## src/rtl/dmem_port_arbiter.sv

```systemverilog
// ----------------------------------------------------------------------------
// dmem_port_arbiter
//   Shares the single data-memory port between the two issue lanes of the
//   dual-issue core. Lane A is the older instruction, lane B the younger.
//   If both lanes request in the same cycle, A is granted first and B is
//   granted in the following cycle. Load data is returned to the lane that
//   issued the load, and the number of cycles B was held is counted.
//
//   Ports
//     clk, reset          system clock; synchronous active-high reset
//     flush_i             pipeline flush: blocks all grants this cycle
//     req_*_a_i/o         lane A request (valid/ready, addr, wdata, we, re)
//     req_*_b_i/o         lane B request (same set)
//     dmem_*_o            muxed request to data memory (all zero when idle)
//     dmem_rdata_i        memory read data, one cycle after dmem_re_o
//     resp_valid_a/b_o    load data on resp_rdata_o belongs to lane A/B
//     resp_rdata_o        load data (direct pass of dmem_rdata_i)
//     conflict_cnt_o      saturating count of cycles B waited behind A
// ----------------------------------------------------------------------------
// state     | meaning
// ----------+-----------------------------------------------------------------
// ST_IDLE   | port free; A has priority, B granted when A is not requesting
// ST_HOLD_B | B lost a collision last cycle and is served now; A is blocked
// ----------------------------------------------------------------------------
module dmem_port_arbiter #(
    parameter int XLEN     = 32,
    parameter int CntWidth = 32
) (
    input  logic                clk,
    input  logic                reset,
    input  logic                flush_i,

    input  logic                req_valid_a_i,
    output logic                req_ready_a_o,
    input  logic [XLEN-1:0]     req_addr_a_i,
    input  logic [XLEN-1:0]     req_wdata_a_i,
    input  logic [3:0]          req_we_a_i,
    input  logic                req_re_a_i,

    input  logic                req_valid_b_i,
    output logic                req_ready_b_o,
    input  logic [XLEN-1:0]     req_addr_b_i,
    input  logic [XLEN-1:0]     req_wdata_b_i,
    input  logic [3:0]          req_we_b_i,
    input  logic                req_re_b_i,

    output logic [XLEN-1:0]     dmem_addr_o,
    output logic [XLEN-1:0]     dmem_wdata_o,
    output logic [3:0]          dmem_we_o,
    output logic                dmem_re_o,
    input  logic [XLEN-1:0]     dmem_rdata_i,

    output logic                resp_valid_a_o,
    output logic                resp_valid_b_o,
    output logic [XLEN-1:0]     resp_rdata_o,
    output logic [CntWidth-1:0] conflict_cnt_o
);

    localparam logic [0:0] ST_IDLE   = 1'b0;
    localparam logic [0:0] ST_HOLD_B = 1'b1;

    localparam logic [CntWidth-1:0] CntOne = {{(CntWidth-1){1'b0}}, 1'b1};

    logic [0:0]          state;
    logic [0:0]          state_nxt;
    logic                grant_a;
    logic                grant_b;
    logic                collide;
    logic                resp_pend_a;
    logic                resp_pend_b;
    logic [CntWidth-1:0] conflict_cnt;

    // Grant decision. Reset and flush both suppress every grant and send the
    // FSM back to idle, which also discards a B request waiting in HOLD_B.
    always_comb begin
        grant_a   = 1'b0;
        grant_b   = 1'b0;
        collide   = 1'b0;
        state_nxt = ST_IDLE;
        if (!reset && !flush_i) begin
            case (state)
                ST_IDLE: begin
                    if (req_valid_a_i) begin
                        grant_a = 1'b1;
                        if (req_valid_b_i) begin
                            collide   = 1'b1;
                            state_nxt = ST_HOLD_B;
                        end
                    end else if (req_valid_b_i) begin
                        grant_b = 1'b1;
                    end
                end
                ST_HOLD_B: begin
                    // B may have withdrawn; then the cycle simply passes idle.
                    grant_b = req_valid_b_i;
                end
                default: begin
                    state_nxt = ST_IDLE;
                end
            endcase
        end
    end

    assign req_ready_a_o = grant_a;
    assign req_ready_b_o = grant_b;

    // Port mux. A request carrying any byte enable is a store even if its
    // read enable is also set, so no read is issued and no response follows.
    always_comb begin
        dmem_addr_o  = '0;
        dmem_wdata_o = '0;
        dmem_we_o    = 4'd0;
        dmem_re_o    = 1'b0;
        if (grant_a) begin
            dmem_addr_o  = req_addr_a_i;
            dmem_wdata_o = req_wdata_a_i;
            dmem_we_o    = req_we_a_i;
            dmem_re_o    = req_re_a_i && (req_we_a_i == 4'd0);
        end else if (grant_b) begin
            dmem_addr_o  = req_addr_b_i;
            dmem_wdata_o = req_wdata_b_i;
            dmem_we_o    = req_we_b_i;
            dmem_re_o    = req_re_b_i && (req_we_b_i == 4'd0);
        end
    end

    always_ff @(posedge clk) begin
        if (reset) begin
            state        <= ST_IDLE;
            resp_pend_a  <= 1'b0;
            resp_pend_b  <= 1'b0;
            conflict_cnt <= '0;
        end else begin
            state       <= state_nxt;
            resp_pend_a <= grant_a && dmem_re_o;
            resp_pend_b <= grant_b && dmem_re_o;
            if (collide && (conflict_cnt != '1)) begin
                conflict_cnt <= conflict_cnt + CntOne;
            end
        end
    end

    // A response that would land in a reset cycle belongs to a squashed
    // instruction, so it is masked immediately rather than a cycle later.
    assign resp_valid_a_o = resp_pend_a && !reset;
    assign resp_valid_b_o = resp_pend_b && !reset;
    assign resp_rdata_o   = dmem_rdata_i;
    assign conflict_cnt_o = conflict_cnt;

endmodule
```

## config.mk

```make
export PLATFORM = sky130hd
export DESIGN_NAME = dmem_port_arbiter
export DESIGN_NICKNAME = d
export VERILOG_FILES = /design/src/rtl/dmem_port_arbiter.sv
export SDC_FILE = /design/constraint.sdc
export NUM_CORES = 1
export LEC_CHECK = 0
export ABC_AREA = 0
export CAP_MARGIN = 15
export CORE_AREA = 5 5 117 119
export DETAILED_ROUTE_END_ITERATION = 10
export DIE_AREA = 0 0 122 124
export HOLD_SLACK_MARGIN = 0.03
export PLACE_DENSITY = 0.64
export SLEW_MARGIN = 0
export SYNTH_ARGS = -nofsm -noshare
export SYNTH_HDL_FRONTEND = slang
export SYNTH_SLANG_ARGS = --single-unit
```

## constraint.sdc

```tcl
create_clock -name clk -period 3.5 [get_ports clk]
set_input_delay 0.7 -clock clk [delete_from_list [all_inputs] [get_ports clk]]
set_output_delay 0.7 -clock clk [all_outputs]
set_load 0.005 [all_outputs]
```

# After elaboration in Yosys (flattened, before gate mapping)
# Cells that the tools add are included.
dict set report totals {
  register_bits 35
  latch_bits 0
  ramBits 0
  mem_bits_ro 0
  inputBits 175
  out_inout_bits 137
  mem_count 0
}
dict set report classes {
  add_sub_neg 1
  multipliers 0
  n_div 0
  magnitude_cmp 0
  n_eq_ne 1
  n_shift 0
  muxes 18
  bitwise_logic 1
  reduce_logical 12
}
# op n
set ops {}
lappend ops {{32-bit two-way mux} 4}
lappend ops {{32-bit by 1-bit adder with 32-bit output, second input constant} 1}
lappend ops {{32-bit inequality test, second input constant} 1}
lappend ops {{1-bit two-way mux} 11}
lappend ops {{1-bit logical AND} 8}
lappend ops {{4-bit logical NOT} 2}
lappend ops {{4-bit two-way mux} 2}
lappend ops {{1-bit logical NOT} 2}
lappend ops {{1-bit case mux with 2 select lines} 1}
lappend ops {{1-bit inverter} 1}

# Depth between registers and ports, before layout
# Gate-level depths: netlist (run 1).
dict set report depth {
  ltp_word 7
  ltp_mapped 10
  depth_no_buf 6
}

# Least setup slack after synthesis (run 1)
# Ideal clock, no wire load.
dict set report synth_path {
  path_kind {input to output}
  startpoint {input port flush_i}
  endpoint {output port dmem_addr_o[12]}
  arrival_time_ns 2.169
  required_ns 2.800
  setup_slack_ns 0.631
  cell_stages 5
  path_cell_list {or3b_2 nor2_1 clkbuf_1 buf_1 a22o_1}
}
dict set report synth_between {
  elab_chain_len 5
}
# item line_no
set synth_rtl {}
lappend synth_rtl {{start, declared} 31} ;# input logic flush_i,
lappend synth_rtl {{1-bit logical NOT (*)} 80} ;# if (!reset && !flush_i) begin
lappend synth_rtl {{1-bit logical AND (*)} 80}
lappend synth_rtl {{1-bit two-way mux} 80}
lappend synth_rtl {{32-bit two-way mux} 119} ;# end else if (grant_b) begin
lappend synth_rtl {{32-bit two-way mux (*)} 114} ;# if (grant_a) begin
lappend synth_rtl {{end, declared} 47} ;# output logic [XLEN-1:0] dmem_addr_o,
# Every way passes the cells marked *; elsewhere a longest branch is shown, timed or not.

# Worst setup path in the final report (run 1)
dict set report layout_path {
  startpoint {input port req_valid_b_i}
  endpoint {output port dmem_wdata_o[27]}
}
dict set report layout_between {
  elab_chain_len 6
}
# item line_no
set layout_rtl {}
lappend layout_rtl {{start, declared} 40} ;# input logic req_valid_b_i,
lappend layout_rtl {{1-bit two-way mux} 89} ;# end else if (req_valid_b_i) begin
lappend layout_rtl {{1-bit two-way mux} 83} ;# if (req_valid_a_i) begin
lappend layout_rtl {{1-bit case mux with 2 select lines (*)} 81} ;# case (state)
lappend layout_rtl {{1-bit two-way mux (*)} 80}
lappend layout_rtl {{32-bit two-way mux (*)} 119}
lappend layout_rtl {{32-bit two-way mux (*)} 114}
lappend layout_rtl {{end, declared} 48} ;# output logic [XLEN-1:0] dmem_wdata_o,
# Marked as above.

==> impl_results.md, run 1 <==
* Switching part of the total at 0.231
* Cts bufs inserted at 5
* Hold buffers post-CTS at 0
* # DRC at 0
* Hold path cells at 2
* Die Area at 15100 µm²
* Worst path bufs/invs at 4
* Avg Cell Area, Syn at 8.25 µm²
* R2R Path Start: conflict_cnt_o[4]
* Worst-path cell chain: clkdlybuf4s50_1 > or3b_4 > nor2_4 > bufbuf_16 > buf_4 > a22o_1 > clkdlybuf4s50_1
* Clk root buf: clkbuf_16
* Max-slew violations at 0
* Yosys reg bits at 35
* Lkg Pwr at 0.00245 µW
* Startpoint Class: input port
* Tot GR Track Use at 0.217
* Internal power at 900 µW
* Area delta synth->final at 104%
* Crit Path Max Fanout at 10
* Distinct cells, synth at 44
* Final hold viol count at 0
* Worst rel slew slack at 0.714
* Die Ht at 124 µm
* Sequential power share at 0.342
* Initial antenna violation count at 1
* Final setup fails at 0
* Longest Clk Path Bufs at 2
* Clock slew at reported path FFs at 0.05 ns
* Hold Path Origin: conflict_cnt_o[19]
* Max stage delay on crit path at 0.51 ns
* NetSw at 270 µW
* Hold WS at 0.493 ns
* Largest net degree at the start of global routing at 38
* IO Count at 312
* Final clock skew at 0.00456 ns
* Post-placement worst setup slack at -0.0404 ns
* WL/cell at 24.4 µm
* Final worst setup slack at 0.0312 ns
* Post-route clock period utilization at 0.991
* Run status: complete, no violations
* Power Dens Cells at 209 nW/µm²
* RR Endpoint: conflict_cnt_o[27]
* Crit Path Class: in2out
* Maxcap violations at 0
* Vias/cell at 5.07
* Global route total overflow at 0
* CTS tree: built
* Clock sink count at 35
* Gpl congestion at 0.847
* Least-Margin Pin Slew at 0.428 ns
* Combinational power share at 0.299
* Post-DP HPWL at 14400 µm
* Final Critical Period at 3.47 ns
* Initial DRT Pass Iterations at 5
* Cell count of the worst reg-to-reg path at 5
* Core Box Area at 12500 µm²
* Crit path DAT at 2.77 ns
* Crit. End Element: output pin
* Fill cells at 1222
* Cells after synthesis at 332
* CP delay by family, top: buffers and inverters
* FF-to-FF setup slack at 1.36 ns
* Port bufs at 247
* Standard-cell rows at 41
* Most used cell, CP: clkdlybuf4s50_1
* Sequential area share after synthesis at 0.256
* First-pass GRT wire length at 23900 µm
* Max Freq at 288 MHz
* Initial Util at 0.220
* Skew-Pair Late Insertion Delay at 0.28 ns
* Drt first-iter violations at 209
* Share of cells above drive strength 1 at 0.0916
* Sequential cell area at 701 µm²
* Hold Path End: conflict_cnt_o[19]
* Slowest cell on crit path: clkdlybuf4s50_1
* Hold Path Class: reg2reg
* Critical Path RT at 2.80 ns
* DRT Wirelength at 17800 µm
* Mapped Nets at 508
* Layout Nets at 732
* Die width at 122 µm
* Final ANT Viol Nets at 0
* Syn Std Cell Area at 2740 µm²
* Clock share of power at 0.359
* Synth Warn # at 0
* Vias in the first global route at 3611
* RSZ-0062 raised after global routing: true
* Peak VDD IR at 0.000158 V
* Area of the multi-input gates at 1680 µm²
* DR vias at 3699
* H-Tree Depth at 2
## metal layers
layer | track usage | vias up | part of all wire
li1 | - | 1712 | -
met1 | 0.270 | 1766 | 0.39
met2 | 0.319 | 202 | 0.45
met3 | 0.139 | 19 | 0.15
met4 | 0.0378 | 0 | 0.013
met5 | 0 | - | 0
## synthesized netlist by cell type, drive strengths merged
library cell	number	area [µm²]
clkinv	1	3.75
nor3b	1	12.5
nor2b	6	37.5
buf	38	294
nor3	3	15.0
or2	1	6.26
clkbuf	21	78.8
or3b	1	8.76
o211ai	1	7.51
nor4b	2	17.5
xor2	3	26.3
nand3	6	30.0
nor2	16	60.1
a22o	68	596
and4	10	93.8
nand2	16	60.1
ha	1	12.5
a31oi	1	6.26
dfxtp	35	701
nand3b	1	7.51
xnor2	7	61.3
or3	10	67.6
nand4	12	81.3
o31ai	8	60.1
o2111ai	1	8.76
and2	5	32.5
o21ai	10	50.1
and3	7	48.8
and4b	1	10.0
nand2b	1	6.26
a211oi	1	7.51
nor4	6	37.5
mux2	3	33.8
a21oi	20	100
or4	8	60.1
## kinds of logic (layout without fill, tap and decap cells)
| logic type | after synthesis | in the layout | synth area share |
|---|---|---|---|
| buf+inv | 60 | 285 | 0.137 |
| flops | 35 | 35 | 0.256 |
| fa+ha+maj | 1 | 1 | 0.00457 |
| mux | 3 | 3 | 0.0123 |
| xor+xnor | 10 | 10 | 0.0320 |
| compound gates | 110 | 110 | 0.305 |
| other cells | 0 | 1 | 0 |
| simple gates | 113 | 113 | 0.253 |
## worst min-delay path, delay by kind of cell, from the launching register on
family,cells,cell delay (ns)
DFF,1,0.32
AOI/OAI and AO/OA,2,0.12
## registers in the layout, summed over array words and instances (netlist names)
signal          count
state               1
conflict_cnt_o     32
resp_pend_b         1
resp_pend_a         1
## power groups by stage
stage	sequential [µW]	combinational (µW)	clock, µW
after floorplan	409	93.3	0
after global placement	409	343	0
after detailed placement	409	339	0
after CTS	400	355	428
after global routing	400	368	450
final	400	350	420
## worst max-delay path by stage
stage / start / end / cells after the start
after floorplan: flush_i / dmem_addr_o[12] / 5
after global placement: req_valid_b_i / dmem_re_o / 7
after detailed placement: req_valid_b_i / dmem_re_o / 7
after CTS: flush_i / dmem_wdata_o[27] / 7
after global routing: req_valid_b_i / dmem_wdata_o[27] / 7
final: req_valid_b_i / dmem_wdata_o[27] / 7
## timing repair
action                                  in CTS  in global routing
endpoints found under the setup margin      21                 52
setup buffers                                1                  0
gates cloned                                 3                  0
gates resized for setup                      3                 29
## final cells by class
type | count | share of cell area
clock buffers | 7 | 0.0237
repair buffers | 276 | 0.510
inverters | 1 | 0.000672
well taps | 172 | 0.0385
diodes | 1 | 0.000448
multi-input cells | 237 | 0.301
clock inverters | 1 | 0.000895
flip-flops and latches | 35 | 0.125
## cells in the final DEF, fill, tap and decap left out, types with 8 or more instances in the layout
| master | count |
|---|---|
| clkdlybuf4s50_1 | 217 |
| a22o_1 | 68 |
| dfxtp_1 | 35 |
| dlymetal6s2s_1 | 29 |
| buf_4 | 25 |
| a21oi_1 | 20 |
| nand2_1 | 16 |
| nor2_1 | 15 |
| nand4_1 | 11 |
| o21ai_0 | 10 |
| or3_1 | 9 |
| o31ai_1 | 8 |
| or4_1 | 8 |
## per-stage QoR
step	cells	util	power, µW	setup TNS (ns)	instance area (µm²)
after detailed placement	717	0.423	748	-0.265	5270
final	730	0.448	1170	0	5590
after global placement	717	0.423	752	-0.0604	5270
after global routing	730	0.448	1220	-0.555	5590
after floorplan	332	-	502	0	2740
after CTS	729	0.442	1180	-0.00259	5510
Power figures use the tool's default switching activity.
==> run 2: changes to the inputs <==
PLACE_DENSITY = 0.65   (was 0.64)
==> run 2 against run 1 <==
Power increased by 3.6%. Non-clock buffer count decreased by 1. Combinational power about the same. Critical endpoint is now dmem_wdata_o[7]. Sequential cell count did not move. Clock power up 10%. Utilization is essentially flat. Register-to-register slack barely moved. Count of clock-buffer cells in the layout up 1. Worst setup slack lost 0.029 ns. Critical path type unchanged. Critical path depth down 1. Sequential share of layout area hardly changed. Die area is the same.
==> impl_results.md, run 2 (synthesis results as in run 1) <==
* Clock sink count at 35 (unchanged)
* Design area at 5590 µm² (about the same)
* DR vias at 3672 (-0.73%)
* Area delta synth->final at 104% (about the same)
* Final Critical Period at 3.50 ns (+0.0293 ns)
* Least-Margin Pin Slew at 0.416 ns (-0.0119 ns)
* H-Tree Depth at 2 (unchanged)
* Cells after DPL at 716 (-0.14%)
* CP startpoint: req_valid_b_i
* Max-slew violations at 0 (unchanged)
* Clock slew at reported path FFs at 0.05 ns (about the same)
* Final ANT Viol Nets at 0 (unchanged)
* Standard-cell rows at 41 (unchanged)
* DRT Wirelength at 16300 µm (-8.5%)
* Final setup fails at 0 (unchanged)
* Hold buffers post-CTS at 0 (unchanged)
* Final clock skew at 0.00332 ns (-0.00124 ns)
* Max Freq at 286 MHz (-0.84%)
* Die width at 122 µm (unchanged)
* Crit Path Max Fanout at 22 (+12)
* Largest net degree at the start of global routing at 39 (+2.6%)
* Port bufs at 247 (unchanged)
* Critical Path RT at 2.80 ns (about the same)
* RR Endpoint: conflict_cnt_o[30]
* Share of cells above drive strength 1 at 0.0899 (-0.00163)
* Final hold viol count at 0 (unchanged)
* Gpl congestion at 0.913 (+7.8%)
* Hold Path Class: reg2reg
* CTS tree: built
* Max reg flops at 32 (unchanged)
* Drt first-iter violations at 193 (-7.7%)
* Die Ht at 124 µm (unchanged)
* Die Area at 15100 µm² (unchanged)
* Clk root buf: clkbuf_16
* Run status: complete, no violations
* Initial DRT Pass Iterations at 5 (unchanged)
* Core Box Area at 12500 µm² (unchanged)
* Post-Layout Cell Count at 729 (-0.14%)
* Post-DP HPWL at 13100 µm (-8.8%)
* Global route total overflow at 0 (unchanged)
* Worst setup endpoint: dmem_wdata_o[7]
* Tot GR Track Use at 0.202 (-0.0147)
* Crit. End Element: output pin
* Crit path DAT at 2.80 ns (+0.03 ns)
* Longest Clk Path Bufs at 2 (unchanged)
* Vias in the first global route at 3674 (+1.7%)
* RSZ-0062 raised after global routing: true
* Lkg Pwr at 0.00225 µW (-8.2%)
* Initial antenna violation count at 1 (unchanged)
* Power Dens Cells at 217 nW/µm² (+3.7%)
* FF-to-FF setup slack at 1.36 ns (about the same)
* Vias/cell at 5.04 (-0.59%)
* First-pass GRT wire length at 22900 µm (-3.9%)
* Cts bufs inserted at 5 (unchanged)
* Startpoint Class: input port
* # DRC at 0 (unchanged)
* Placed instance area at 5290 µm² (+0.33%)
* Most frequent cells in the layout: 228 x clkdlybuf4s50_1, 68 x a22o_1, 35 x dfxtp_1, 21 x buf_4, 20 x a21oi_1
* Commonest non-fill, non-tap cell in the layout: clkdlybuf4s50_1
* IO Count at 312 (unchanged)
* Fill cells at 1209 (-1.1%)
* Skew-Pair Late Insertion Delay at 0.28 ns (about the same)
* Worst rel slew slack at 0.723 (+0.00864)
* Initial Util at 0.220 (unchanged)
* Layout Nets at 731 (-0.14%)
* R2R Path Start: conflict_cnt_o[4]
* Maxcap violations at 0 (unchanged)
* Post-route clock period utilization at 0.999 (+0.00838)
* Peak VDD IR at 0.000153 V (-3.1%)
* Crit Path Class: in2out
* WL/cell at 22.3 µm (-8.4%)
* Cell count of the worst reg-to-reg path at 5 (unchanged)
run 2: area by class of cell:
type	count	area, µm²	area share
clock buffers	8	156	0.0280
multi-input cells	237	1680	0.300
repair buffers	275	2830	0.507
diodes	1	2.50	0.000448
well taps	172	215	0.0385
flip-flops and latches	35	701	0.125
inverters	1	3.75	0.000672
run 2: routing by layer:
metal / global-route usage / up-vias / share of wire / routed length, µm
li1: - / 1700 / - / -
met1: 0.252 / 1757 / 0.39 / 6330
met2: 0.310 / 202 / 0.47 / 7630
met3: 0.115 / 13 / 0.13 / 2160
met4: 0.0287 / 0 / 0.0080 / 130
met5: 0 / - / 0 / 0
run 2: how the worst min path moves through the flow:
| stage | startpoint | endpoint | slack [ns] | cells past startpoint |
|---|---|---|---|---|
| floorplan | conflict_cnt_o[19] | conflict_cnt_o[19] | 0.48 | 2 |
| global placement | conflict_cnt_o[19] | conflict_cnt_o[19] | 0.48 | 2 |
| detailed placement | conflict_cnt_o[28] | conflict_cnt_o[28] | 0.49 | 2 |
| CTS | conflict_cnt_o[28] | conflict_cnt_o[28] | 0.50 | 2 |
| global route | conflict_cnt_o[28] | conflict_cnt_o[28] | 0.53 | 2 |
| finish | conflict_cnt_o[28] | conflict_cnt_o[28] | 0.50 | 2 |
run 2: where the power goes:
group / switching, µW / internal (µW)
clock: 161 / 303
sequential: 0.730 / 399
combinational: 108 / 240
run 2: worst max-delay path, cell delays in order:
cell	delay [ns]
clkdlybuf4s50_1	0.49
or3b_4	0.40
nor2_4	0.17
bufbuf_16	0.34
a22o_1	0.17
clkdlybuf4s50_1	0.51
run 2: through the flow:
step	total power, µW	utilization	worst slack, ns	setup TNS [ns]	hold slack, ns
final	1210	0.448	0.00185	0	0.499
after global routing	1260	0.448	-0.0487	-0.762	0.527
after CTS	1230	0.445	-0.000306	-0.000306	0.495
after detailed placement	746	0.424	-0.0674	-1.09	0.488
after global placement	750	0.424	-0.0914	-1.83	0.478
after floorplan	502	-	0.631	0	0.477
run 2: what timing repair did:
item,in CTS,in global routing
buffers inserted,1,0
hold endpoints to repair,0,0
gates resized for setup,6,16
gates cloned,3,0
pin swaps,0,0
endpoints found under the setup margin,36,44
